**src/rtl/hbuf_pg_arbiter.sv**
```systemverilog
// ============================================================================
//  Module      : hbuf_pg_arbiter
//  Description : Arbitrates page requests from N_REQ hbuf_ctrl requesters onto
//                a single DDR3 page-engine port. One transfer is in flight at
//                a time: grant in IDLE, hold pg_req_o in REQ until the engine
//                acks, then hold the requester's ack in ACK until it drops
//                its request. Grant selection is round-robin (P_MODE=0) or
//                fixed lowest-index priority (P_MODE=1).
//  Ports       : clk, rst (sync, active-low)
//                req_i/optype_i/addr_i  - per-requester page request inputs
//                ack_o                  - per-requester ack (one-hot or zero)
//                pg_req_o/pg_ack_i      - page-engine handshake
//                pg_optype_o/pg_addr_o/pg_src_o - latched grant information
//                busy_o                 - high whenever not in IDLE
//                n_xfers_o              - completed transfer counter (wraps)
//                timeout_err_o          - sticky REQ-phase timeout flag
//                proto_err_o            - sticky protocol-violation flag
//  Revision    : 1.0 - initial release
// ============================================================================
`timescale 1ns/1ps
`default_nettype none

module hbuf_pg_arbiter #(
    parameter int N_REQ        = 4,
    parameter int P_ADDR_WIDTH = 28,
    parameter int P_MODE       = 0,
    parameter int P_TIMEOUT    = 0,
    localparam int P_SRC_WIDTH = ($clog2(N_REQ) > 1) ? $clog2(N_REQ) : 1
) (
    input  logic                          clk,
    input  logic                          rst,
    input  logic [N_REQ-1:0]              req_i,
    input  logic [N_REQ-1:0]              optype_i,
    input  logic [N_REQ*P_ADDR_WIDTH-1:0] addr_i,
    output logic [N_REQ-1:0]              ack_o,
    output logic                          pg_req_o,
    input  logic                          pg_ack_i,
    output logic                          pg_optype_o,
    output logic [P_ADDR_WIDTH-1:0]       pg_addr_o,
    output logic [P_SRC_WIDTH-1:0]        pg_src_o,
    output logic                          busy_o,
    output logic [31:0]                   n_xfers_o,
    output logic                          timeout_err_o,
    output logic                          proto_err_o
);

    // ------------------------------------------------------------------
    // Constants
    // ------------------------------------------------------------------
    localparam logic [1:0] c_st_idle = 2'd0;
    localparam logic [1:0] c_st_req  = 2'd1;
    localparam logic [1:0] c_st_ack  = 2'd2;

    localparam logic [P_SRC_WIDTH-1:0] c_src_one  = P_SRC_WIDTH'(1);
    localparam logic [P_SRC_WIDTH-1:0] c_src_last = P_SRC_WIDTH'(N_REQ - 1);
    localparam logic [N_REQ-1:0]       c_ack_lsb  = N_REQ'(1);

    // ------------------------------------------------------------------
    // Registers and wires
    // ------------------------------------------------------------------
    logic [1:0]              r_state;
    logic [N_REQ-1:0]        r_ack;
    logic                    r_pg_req;
    logic                    r_optype;
    logic [P_ADDR_WIDTH-1:0] r_addr;
    logic [P_SRC_WIDTH-1:0]  r_src;
    logic                    r_busy;
    logic [31:0]             r_n_xfers;
    logic                    r_proto_err;

    logic                    w_grant_vld;
    logic [P_SRC_WIDTH-1:0]  w_grant_idx;
    logic                    w_timeout_err;
    logic [P_ADDR_WIDTH-1:0] w_addr_arr [N_REQ];

    // ------------------------------------------------------------------
    // Split the flat address bus into one word per requester
    // ------------------------------------------------------------------
    generate
        for (genvar k = 0; k < N_REQ; k++) begin : g_addr_unpack
            assign w_addr_arr[k] = addr_i[k*P_ADDR_WIDTH +: P_ADDR_WIDTH];
        end
    endgenerate

    // ------------------------------------------------------------------
    // Grant selection
    // ------------------------------------------------------------------
    generate
        if (P_MODE == 0) begin : g_rr
            logic [P_SRC_WIDTH-1:0] r_rr_ptr;

            // Walk upward from the pointer, wrapping at N_REQ, and take the
            // first asserted request encountered.
            always_comb begin
                logic [P_SRC_WIDTH-1:0] v_idx;
                logic                   v_found;
                w_grant_idx = '0;
                v_found     = 1'b0;
                v_idx       = r_rr_ptr;
                for (int k = 0; k < N_REQ; k++) begin
                    if (!v_found && req_i[v_idx]) begin
                        w_grant_idx = v_idx;
                        v_found     = 1'b1;
                    end
                    v_idx = (v_idx == c_src_last) ? '0 : (v_idx + c_src_one);
                end
                w_grant_vld = v_found;
            end

            // The pointer only moves when a grant is actually issued, so a
            // requester that keeps asserting cannot starve its neighbours.
            always_ff @(posedge clk) begin
                if (!rst) begin
                    r_rr_ptr <= '0;
                end else if (r_state == c_st_idle && w_grant_vld) begin
                    r_rr_ptr <= (w_grant_idx == c_src_last) ? '0
                                                            : (w_grant_idx + c_src_one);
                end
            end
        end else begin : g_fixed
            // Scan from the top index down so the lowest asserted index is
            // the last one written and therefore wins.
            always_comb begin
                logic [P_SRC_WIDTH-1:0] v_idx;
                w_grant_idx = '0;
                v_idx       = c_src_last;
                for (int k = 0; k < N_REQ; k++) begin
                    if (req_i[v_idx]) begin
                        w_grant_idx = v_idx;
                    end
                    v_idx = v_idx - c_src_one;
                end
                w_grant_vld = |req_i;
            end
        end
    endgenerate

    // ------------------------------------------------------------------
    // Main transfer state machine
    // ------------------------------------------------------------------
    always_ff @(posedge clk) begin
        if (!rst) begin
            r_state     <= c_st_idle;
            r_ack       <= '0;
            r_pg_req    <= 1'b0;
            r_optype    <= 1'b0;
            r_addr      <= '0;
            r_src       <= '0;
            r_busy      <= 1'b0;
            r_n_xfers   <= '0;
            r_proto_err <= 1'b0;
        end else begin
            case (r_state)
                c_st_idle: begin
                    // An engine ack while idle is meaningless and is ignored.
                    if (w_grant_vld) begin
                        r_state  <= c_st_req;
                        r_src    <= w_grant_idx;
                        r_addr   <= w_addr_arr[w_grant_idx];
                        r_optype <= optype_i[w_grant_idx];
                        r_pg_req <= 1'b1;
                        r_busy   <= 1'b1;
                    end
                end

                c_st_req: begin
                    // The granted requester must hold its request until it
                    // is acked; flag a drop but let the transfer finish.
                    if (!req_i[r_src]) begin
                        r_proto_err <= 1'b1;
                    end
                    if (pg_ack_i) begin
                        r_state  <= c_st_ack;
                        r_pg_req <= 1'b0;
                        r_ack    <= c_ack_lsb << r_src;
                    end
                end

                c_st_ack: begin
                    // Leave only once both sides of the handshake have
                    // released, so neither can see a stale level next grant.
                    if (!req_i[r_src] && !pg_ack_i) begin
                        r_state   <= c_st_idle;
                        r_ack     <= '0;
                        r_busy    <= 1'b0;
                        r_n_xfers <= r_n_xfers + 32'd1;
                    end
                end

                default: begin
                    r_state  <= c_st_idle;
                    r_ack    <= '0;
                    r_pg_req <= 1'b0;
                    r_busy   <= 1'b0;
                end
            endcase
        end
    end

    // ------------------------------------------------------------------
    // REQ-phase timeout monitor (reporting only, never aborts a transfer)
    // ------------------------------------------------------------------
    generate
        if (P_TIMEOUT > 0) begin : g_tmo
            localparam int c_tmo_w = ($clog2(P_TIMEOUT + 1) > 1) ? $clog2(P_TIMEOUT + 1) : 1;
            localparam logic [c_tmo_w-1:0] c_tmo_lim    = c_tmo_w'(P_TIMEOUT);
            localparam logic [c_tmo_w-1:0] c_tmo_lim_m1 = c_tmo_w'(P_TIMEOUT - 1);
            localparam logic [c_tmo_w-1:0] c_tmo_one    = c_tmo_w'(1);

            logic [c_tmo_w-1:0] r_tmo_cnt;
            logic               r_timeout_err;

            // The count saturates at the limit so a very long wait cannot
            // wrap it back into range.
            always_ff @(posedge clk) begin
                if (!rst) begin
                    r_tmo_cnt     <= '0;
                    r_timeout_err <= 1'b0;
                end else if (r_state == c_st_idle) begin
                    if (w_grant_vld) begin
                        r_tmo_cnt <= '0;
                    end
                end else if (r_state == c_st_req) begin
                    if (r_tmo_cnt != c_tmo_lim) begin
                        r_tmo_cnt <= r_tmo_cnt + c_tmo_one;
                    end
                    if (r_tmo_cnt == c_tmo_lim_m1) begin
                        r_timeout_err <= 1'b1;
                    end
                end
            end

            assign w_timeout_err = r_timeout_err;
        end else begin : g_no_tmo
            assign w_timeout_err = 1'b0;
        end
    endgenerate

    // ------------------------------------------------------------------
    // Outputs
    // ------------------------------------------------------------------
    assign ack_o         = r_ack;
    assign pg_req_o      = r_pg_req;
    assign pg_optype_o   = r_optype;
    assign pg_addr_o     = r_addr;
    assign pg_src_o      = r_src;
    assign busy_o        = r_busy;
    assign n_xfers_o     = r_n_xfers;
    assign timeout_err_o = w_timeout_err;
    assign proto_err_o   = r_proto_err;

endmodule

`default_nettype wire
```
**config.mk**
```make
export PLATFORM = sky130hd
export DESIGN_NAME = hbuf_pg_arbiter
export DESIGN_NICKNAME = d
export VERILOG_FILES = /design/src/rtl/hbuf_pg_arbiter.sv
export SDC_FILE = /design/constraint.sdc
export NUM_CORES = 1
export LEC_CHECK = 0
export ABC_CLOCK_PERIOD_IN_PS = 2400
export BUFFER_PORTS_ARGS = -buffer_cell sky130_fd_sc_hd__buf_4
export CORE_MARGIN = 2
export CORE_UTILIZATION = 43
export DETAILED_ROUTE_END_ITERATION = 7
export GPL_TIMING_DRIVEN = 0
export HOLD_SLACK_MARGIN = 0.03
export PLACE_DENSITY = 0.77
export SLEW_MARGIN = 20
export SYNTH_ARGS = -nofsm -noshare
export SYNTH_HDL_FRONTEND = slang
export SYNTH_SLANG_ARGS = --single-unit
```
**constraint.sdc**
```tcl
create_clock -name clk -period 2.4 [get_ports clk]
set_clock_uncertainty 0.05 [all_clocks]
set_input_delay 0.36 -clock clk [delete_from_list [all_inputs] [get_ports clk]]
set_output_delay 0.36 -clock clk [all_outputs]
set_load 0.02 [all_outputs]
```
==> flow_summary.toml <==
[global_routing]
first_global_vias = 4915
grt_max_degree = 20
grtUsageTotal_pct = 26.9
grt_pass1_wl_mm = 24.0
antenna_found_initial = 0
overflow = 0

[logic_synthesis]
synth_top_cell_by_area = "dfxtp_1"
synth_edf_count = 0
ys_seq_area_share_pct = 34.2
avgSynthCellArea_sq_um = 8.47
synth.net_count = 637
netlist_top_cells_area = "dfxtp_1, a221oi_1, and2_1, o32ai_1, inv_1"
ys_ff_latch = 74
mappedNetlistArea_sq_um = 4330
synth-async-reset-ratio_pct = 0
ys_warn_count = 0
synth_flop_cell = "dfxtp_1"
synth_cell_types = 50
synthCells = 512
synth_top_area_share_pct = 34.2

[placed_design]
place_inst = 836
io_buffers = 191
place_area_sq_um = 5980
hpwlAfterDp_mm = 11.0
gp_congestion = 0.946

[sta]
maxSlewHeadroom_pct = 68.5
fin_ws_ns = -0.205
worst_pin_slew_ns = 0.459
finalHoldViolations = 0
final-max-slew-violation-count = 0
fmax_mhz = 384
rsz0062_at_grt = "true"
setup_viol = 34
fin_tns_setup_ns = -1.64
period_needed_ns = 2.60
period_share_pct = 109

[route]
ant_nets = 0
wl_met1_mm = 6.65
top_layer_used = "met4"
routed-wl-met2_mm = 8.74
firstDrtPassIters = 6
wl_met3_mm = 1.33
vias = 5137
viasPerCell = 5.87
drc_errors = 0
drt_wl_total_mm = 17.4
detail_route.wl_per_cell_um = 19.9
first_iter_violations = 199

[setup_path]
endpoint_kind = "flip-flop"
cp.required_ns = 2.58
cp.arrival_ns = 2.78
critical_path_class = "flip-flop to flip-flop"
critPathMaxFanout = 19
critPathLaunchType = "flip-flop"

[finish]
layout-drive-gt1-share_pct = 49.9
final_common_cell = "buf_4"
mostFrequentLayoutCells = "buf_4, and2_1, dfxtp_1, inv_1, a221oi_2"
stdcell_count = 875
final_cell_area_sq_um = 7520
diodes = 0
area_delta_synth_final_pct = 73.4
final_nets = 862

[run_status]
outcome = "complete, but fails checks"
violations = "negative setup slack"

[clocking]
cts_made_buffers = 9
cts.htree.levels = 3
clock_latency_ns = 0.36
cts_sinks = 74
root_buffer = "clkbuf_8"
tritoncts = "done"
clk_pin_slew_ns = 0.08
cts_buffer_depth = 2
hold_buffers = 0

[hold_path]
min_path_type = "input pin to flip-flop"

[floorplan]
io_pins = 194
start_util_pct = 44.3
fp.dieArea_sq_um = 10900
die_w_um = 104
die-height_um = 104
core_region_area_sq_um = 9770
core.rowCount = 36

[pwr]
vdd_ir_drop_max_mv = 0.944
power_leakage_nw = 3.10
power_density_nw_per_um2 = 1210

[job]
drv_cap = 0
state kept, by name, indices dropped and copies added, names as in the netlist:
register / cells
g_rr.r_rr_ptr: 2
pg_src_o: 2
proto_err_o: 1
pg_addr_o: 28
n_xfers_o: 32
r_state: 2
busy_o: 1
ack_o: 4
pg_optype_o: 1
pg_req_o: 1
Yosys cell counts (2+ instances only):
cell type and count:
a21oi_1 14, a221oi_1 58, a31oi_1 3, and2_1 74, and3_1 2, and4_1 6
buf_1 2, buf_2 9, buf_4 2, clkbuf_1 32, dfxtp_1 74, ha_1 2
inv_1 34, mux2_2 3, mux2i_1 10, nand2_1 17, nand2b_1 5, nand3_1 10
nand4_1 11, nor2_1 30, nor2b_1 6, nor3_1 3, nor4_1 6, o21a_1 3
o21ai_0 8, o21ai_1 2, o21bai_1 2, o221a_2 2, o22ai_1 2, o32ai_1 29
or3_1 5, or4_1 2, xnor2_1 14, xor2_1 14
through the flow:
step | total power [mW] | util (%) | hold WS, ns | setup WS [ns]
6_report | 9.13 | 76.9 | 0.311 | -0.205
5_1_grt | 9.52 | 76.9 | 0.322 | -0.288
4_1_cts | 7.26 | 68.3 | 0.279 | -0.0662
3_5_place_dp | 5.29 | 61.2 | 0.404 | -0.593
3_3_place_gp | 5.20 | 61.2 | 0.394 | -0.530
2_1_floorplan | 4.15 | - | 0.471 | -0.152
metal layers:
layer	vias to the layer above	global-route usage [%]
met5	-	0
met4	0	12.3
met3	65	6.14
met2	261	47.6
met1	2448	30.6
li1	2363	-
path summary, 6_finish.rpt:
| kind | slack, ns | cells after the start | endpoint | start |
|---|---|---|---|---|
| worst max register to register | -0.20 | 10 | pg_addr_o[6] | g_rr.r_rr_ptr[0] |
| worst max-delay path | -0.20 | 10 | pg_addr_o[6] | g_rr.r_rr_ptr[0] |
| worst min-delay path | 0.31 | 4 | pg_req_o | pg_ack_i |
| worst min register to register | 0.42 | 2 | pg_addr_o[22] | pg_addr_o[22] |
cells by family (layout without fill, tap and decap cells):
| kind of cell | after synthesis | after routing | share of synthesized area [%] |
|---|---|---|---|
| other cells | 1 | 1 | 0.0865 |
| simple gates | 181 | 181 | 23.6 |
| flops | 74 | 74 | 34.2 |
| fa+ha+maj | 2 | 2 | 0.577 |
| buf+inv | 80 | 310 | 7.53 |
| mux | 15 | 15 | 4.21 |
| compound gates | 131 | 131 | 24.1 |
| xor+xnor | 28 | 28 | 5.66 |
report_power, final:
part	switching (mW)	leakage, nW	internal [mW]
Sequential	0.180	0.606	1.47
Clock	0.519	0.120	0.659
Combinational	3.42	2.38	2.88
timing repair:
| item | 4_1_cts | 5_1_grt |
|---|---|---|
| endpoints found under the hold margin | 0 | 0 |
| resized for setup | 83 | 132 |
| gates cloned | 1 | 4 |
| pin swaps | 8 | 13 |
| setup endpoints to repair | 47 | 47 |
| setup buffers | 9 | 12 |
cell type report:
| cell class | instances | area, sq um |
|---|---|---|
| multi-input combinational | 358 | 3400 |
| inverter | 34 | 128 |
| tap | 133 | 166 |
| clock buffer | 10 | 149 |
| fill | 641 | 2260 |
| clock inverter | 6 | 96.3 |
| buffer | 43 | 384 |
| sequential | 74 | 1490 |
| timing repair buffer | 217 | 1710 |
critical path: stages, from the launching register on:
cell and delay, ns:
dfxtp_2 0.35, ha_4 0.30, buf_8 0.12, inv_1 0.08, a31oi_1 0.31, a21oi_2 0.10, buf_4 0.18, buf_2 0.21
and2_1 0.20, a221oi_1 0.40, o32ai_1 0.17
No activity file was read; power rests on OpenSTA's default activity.
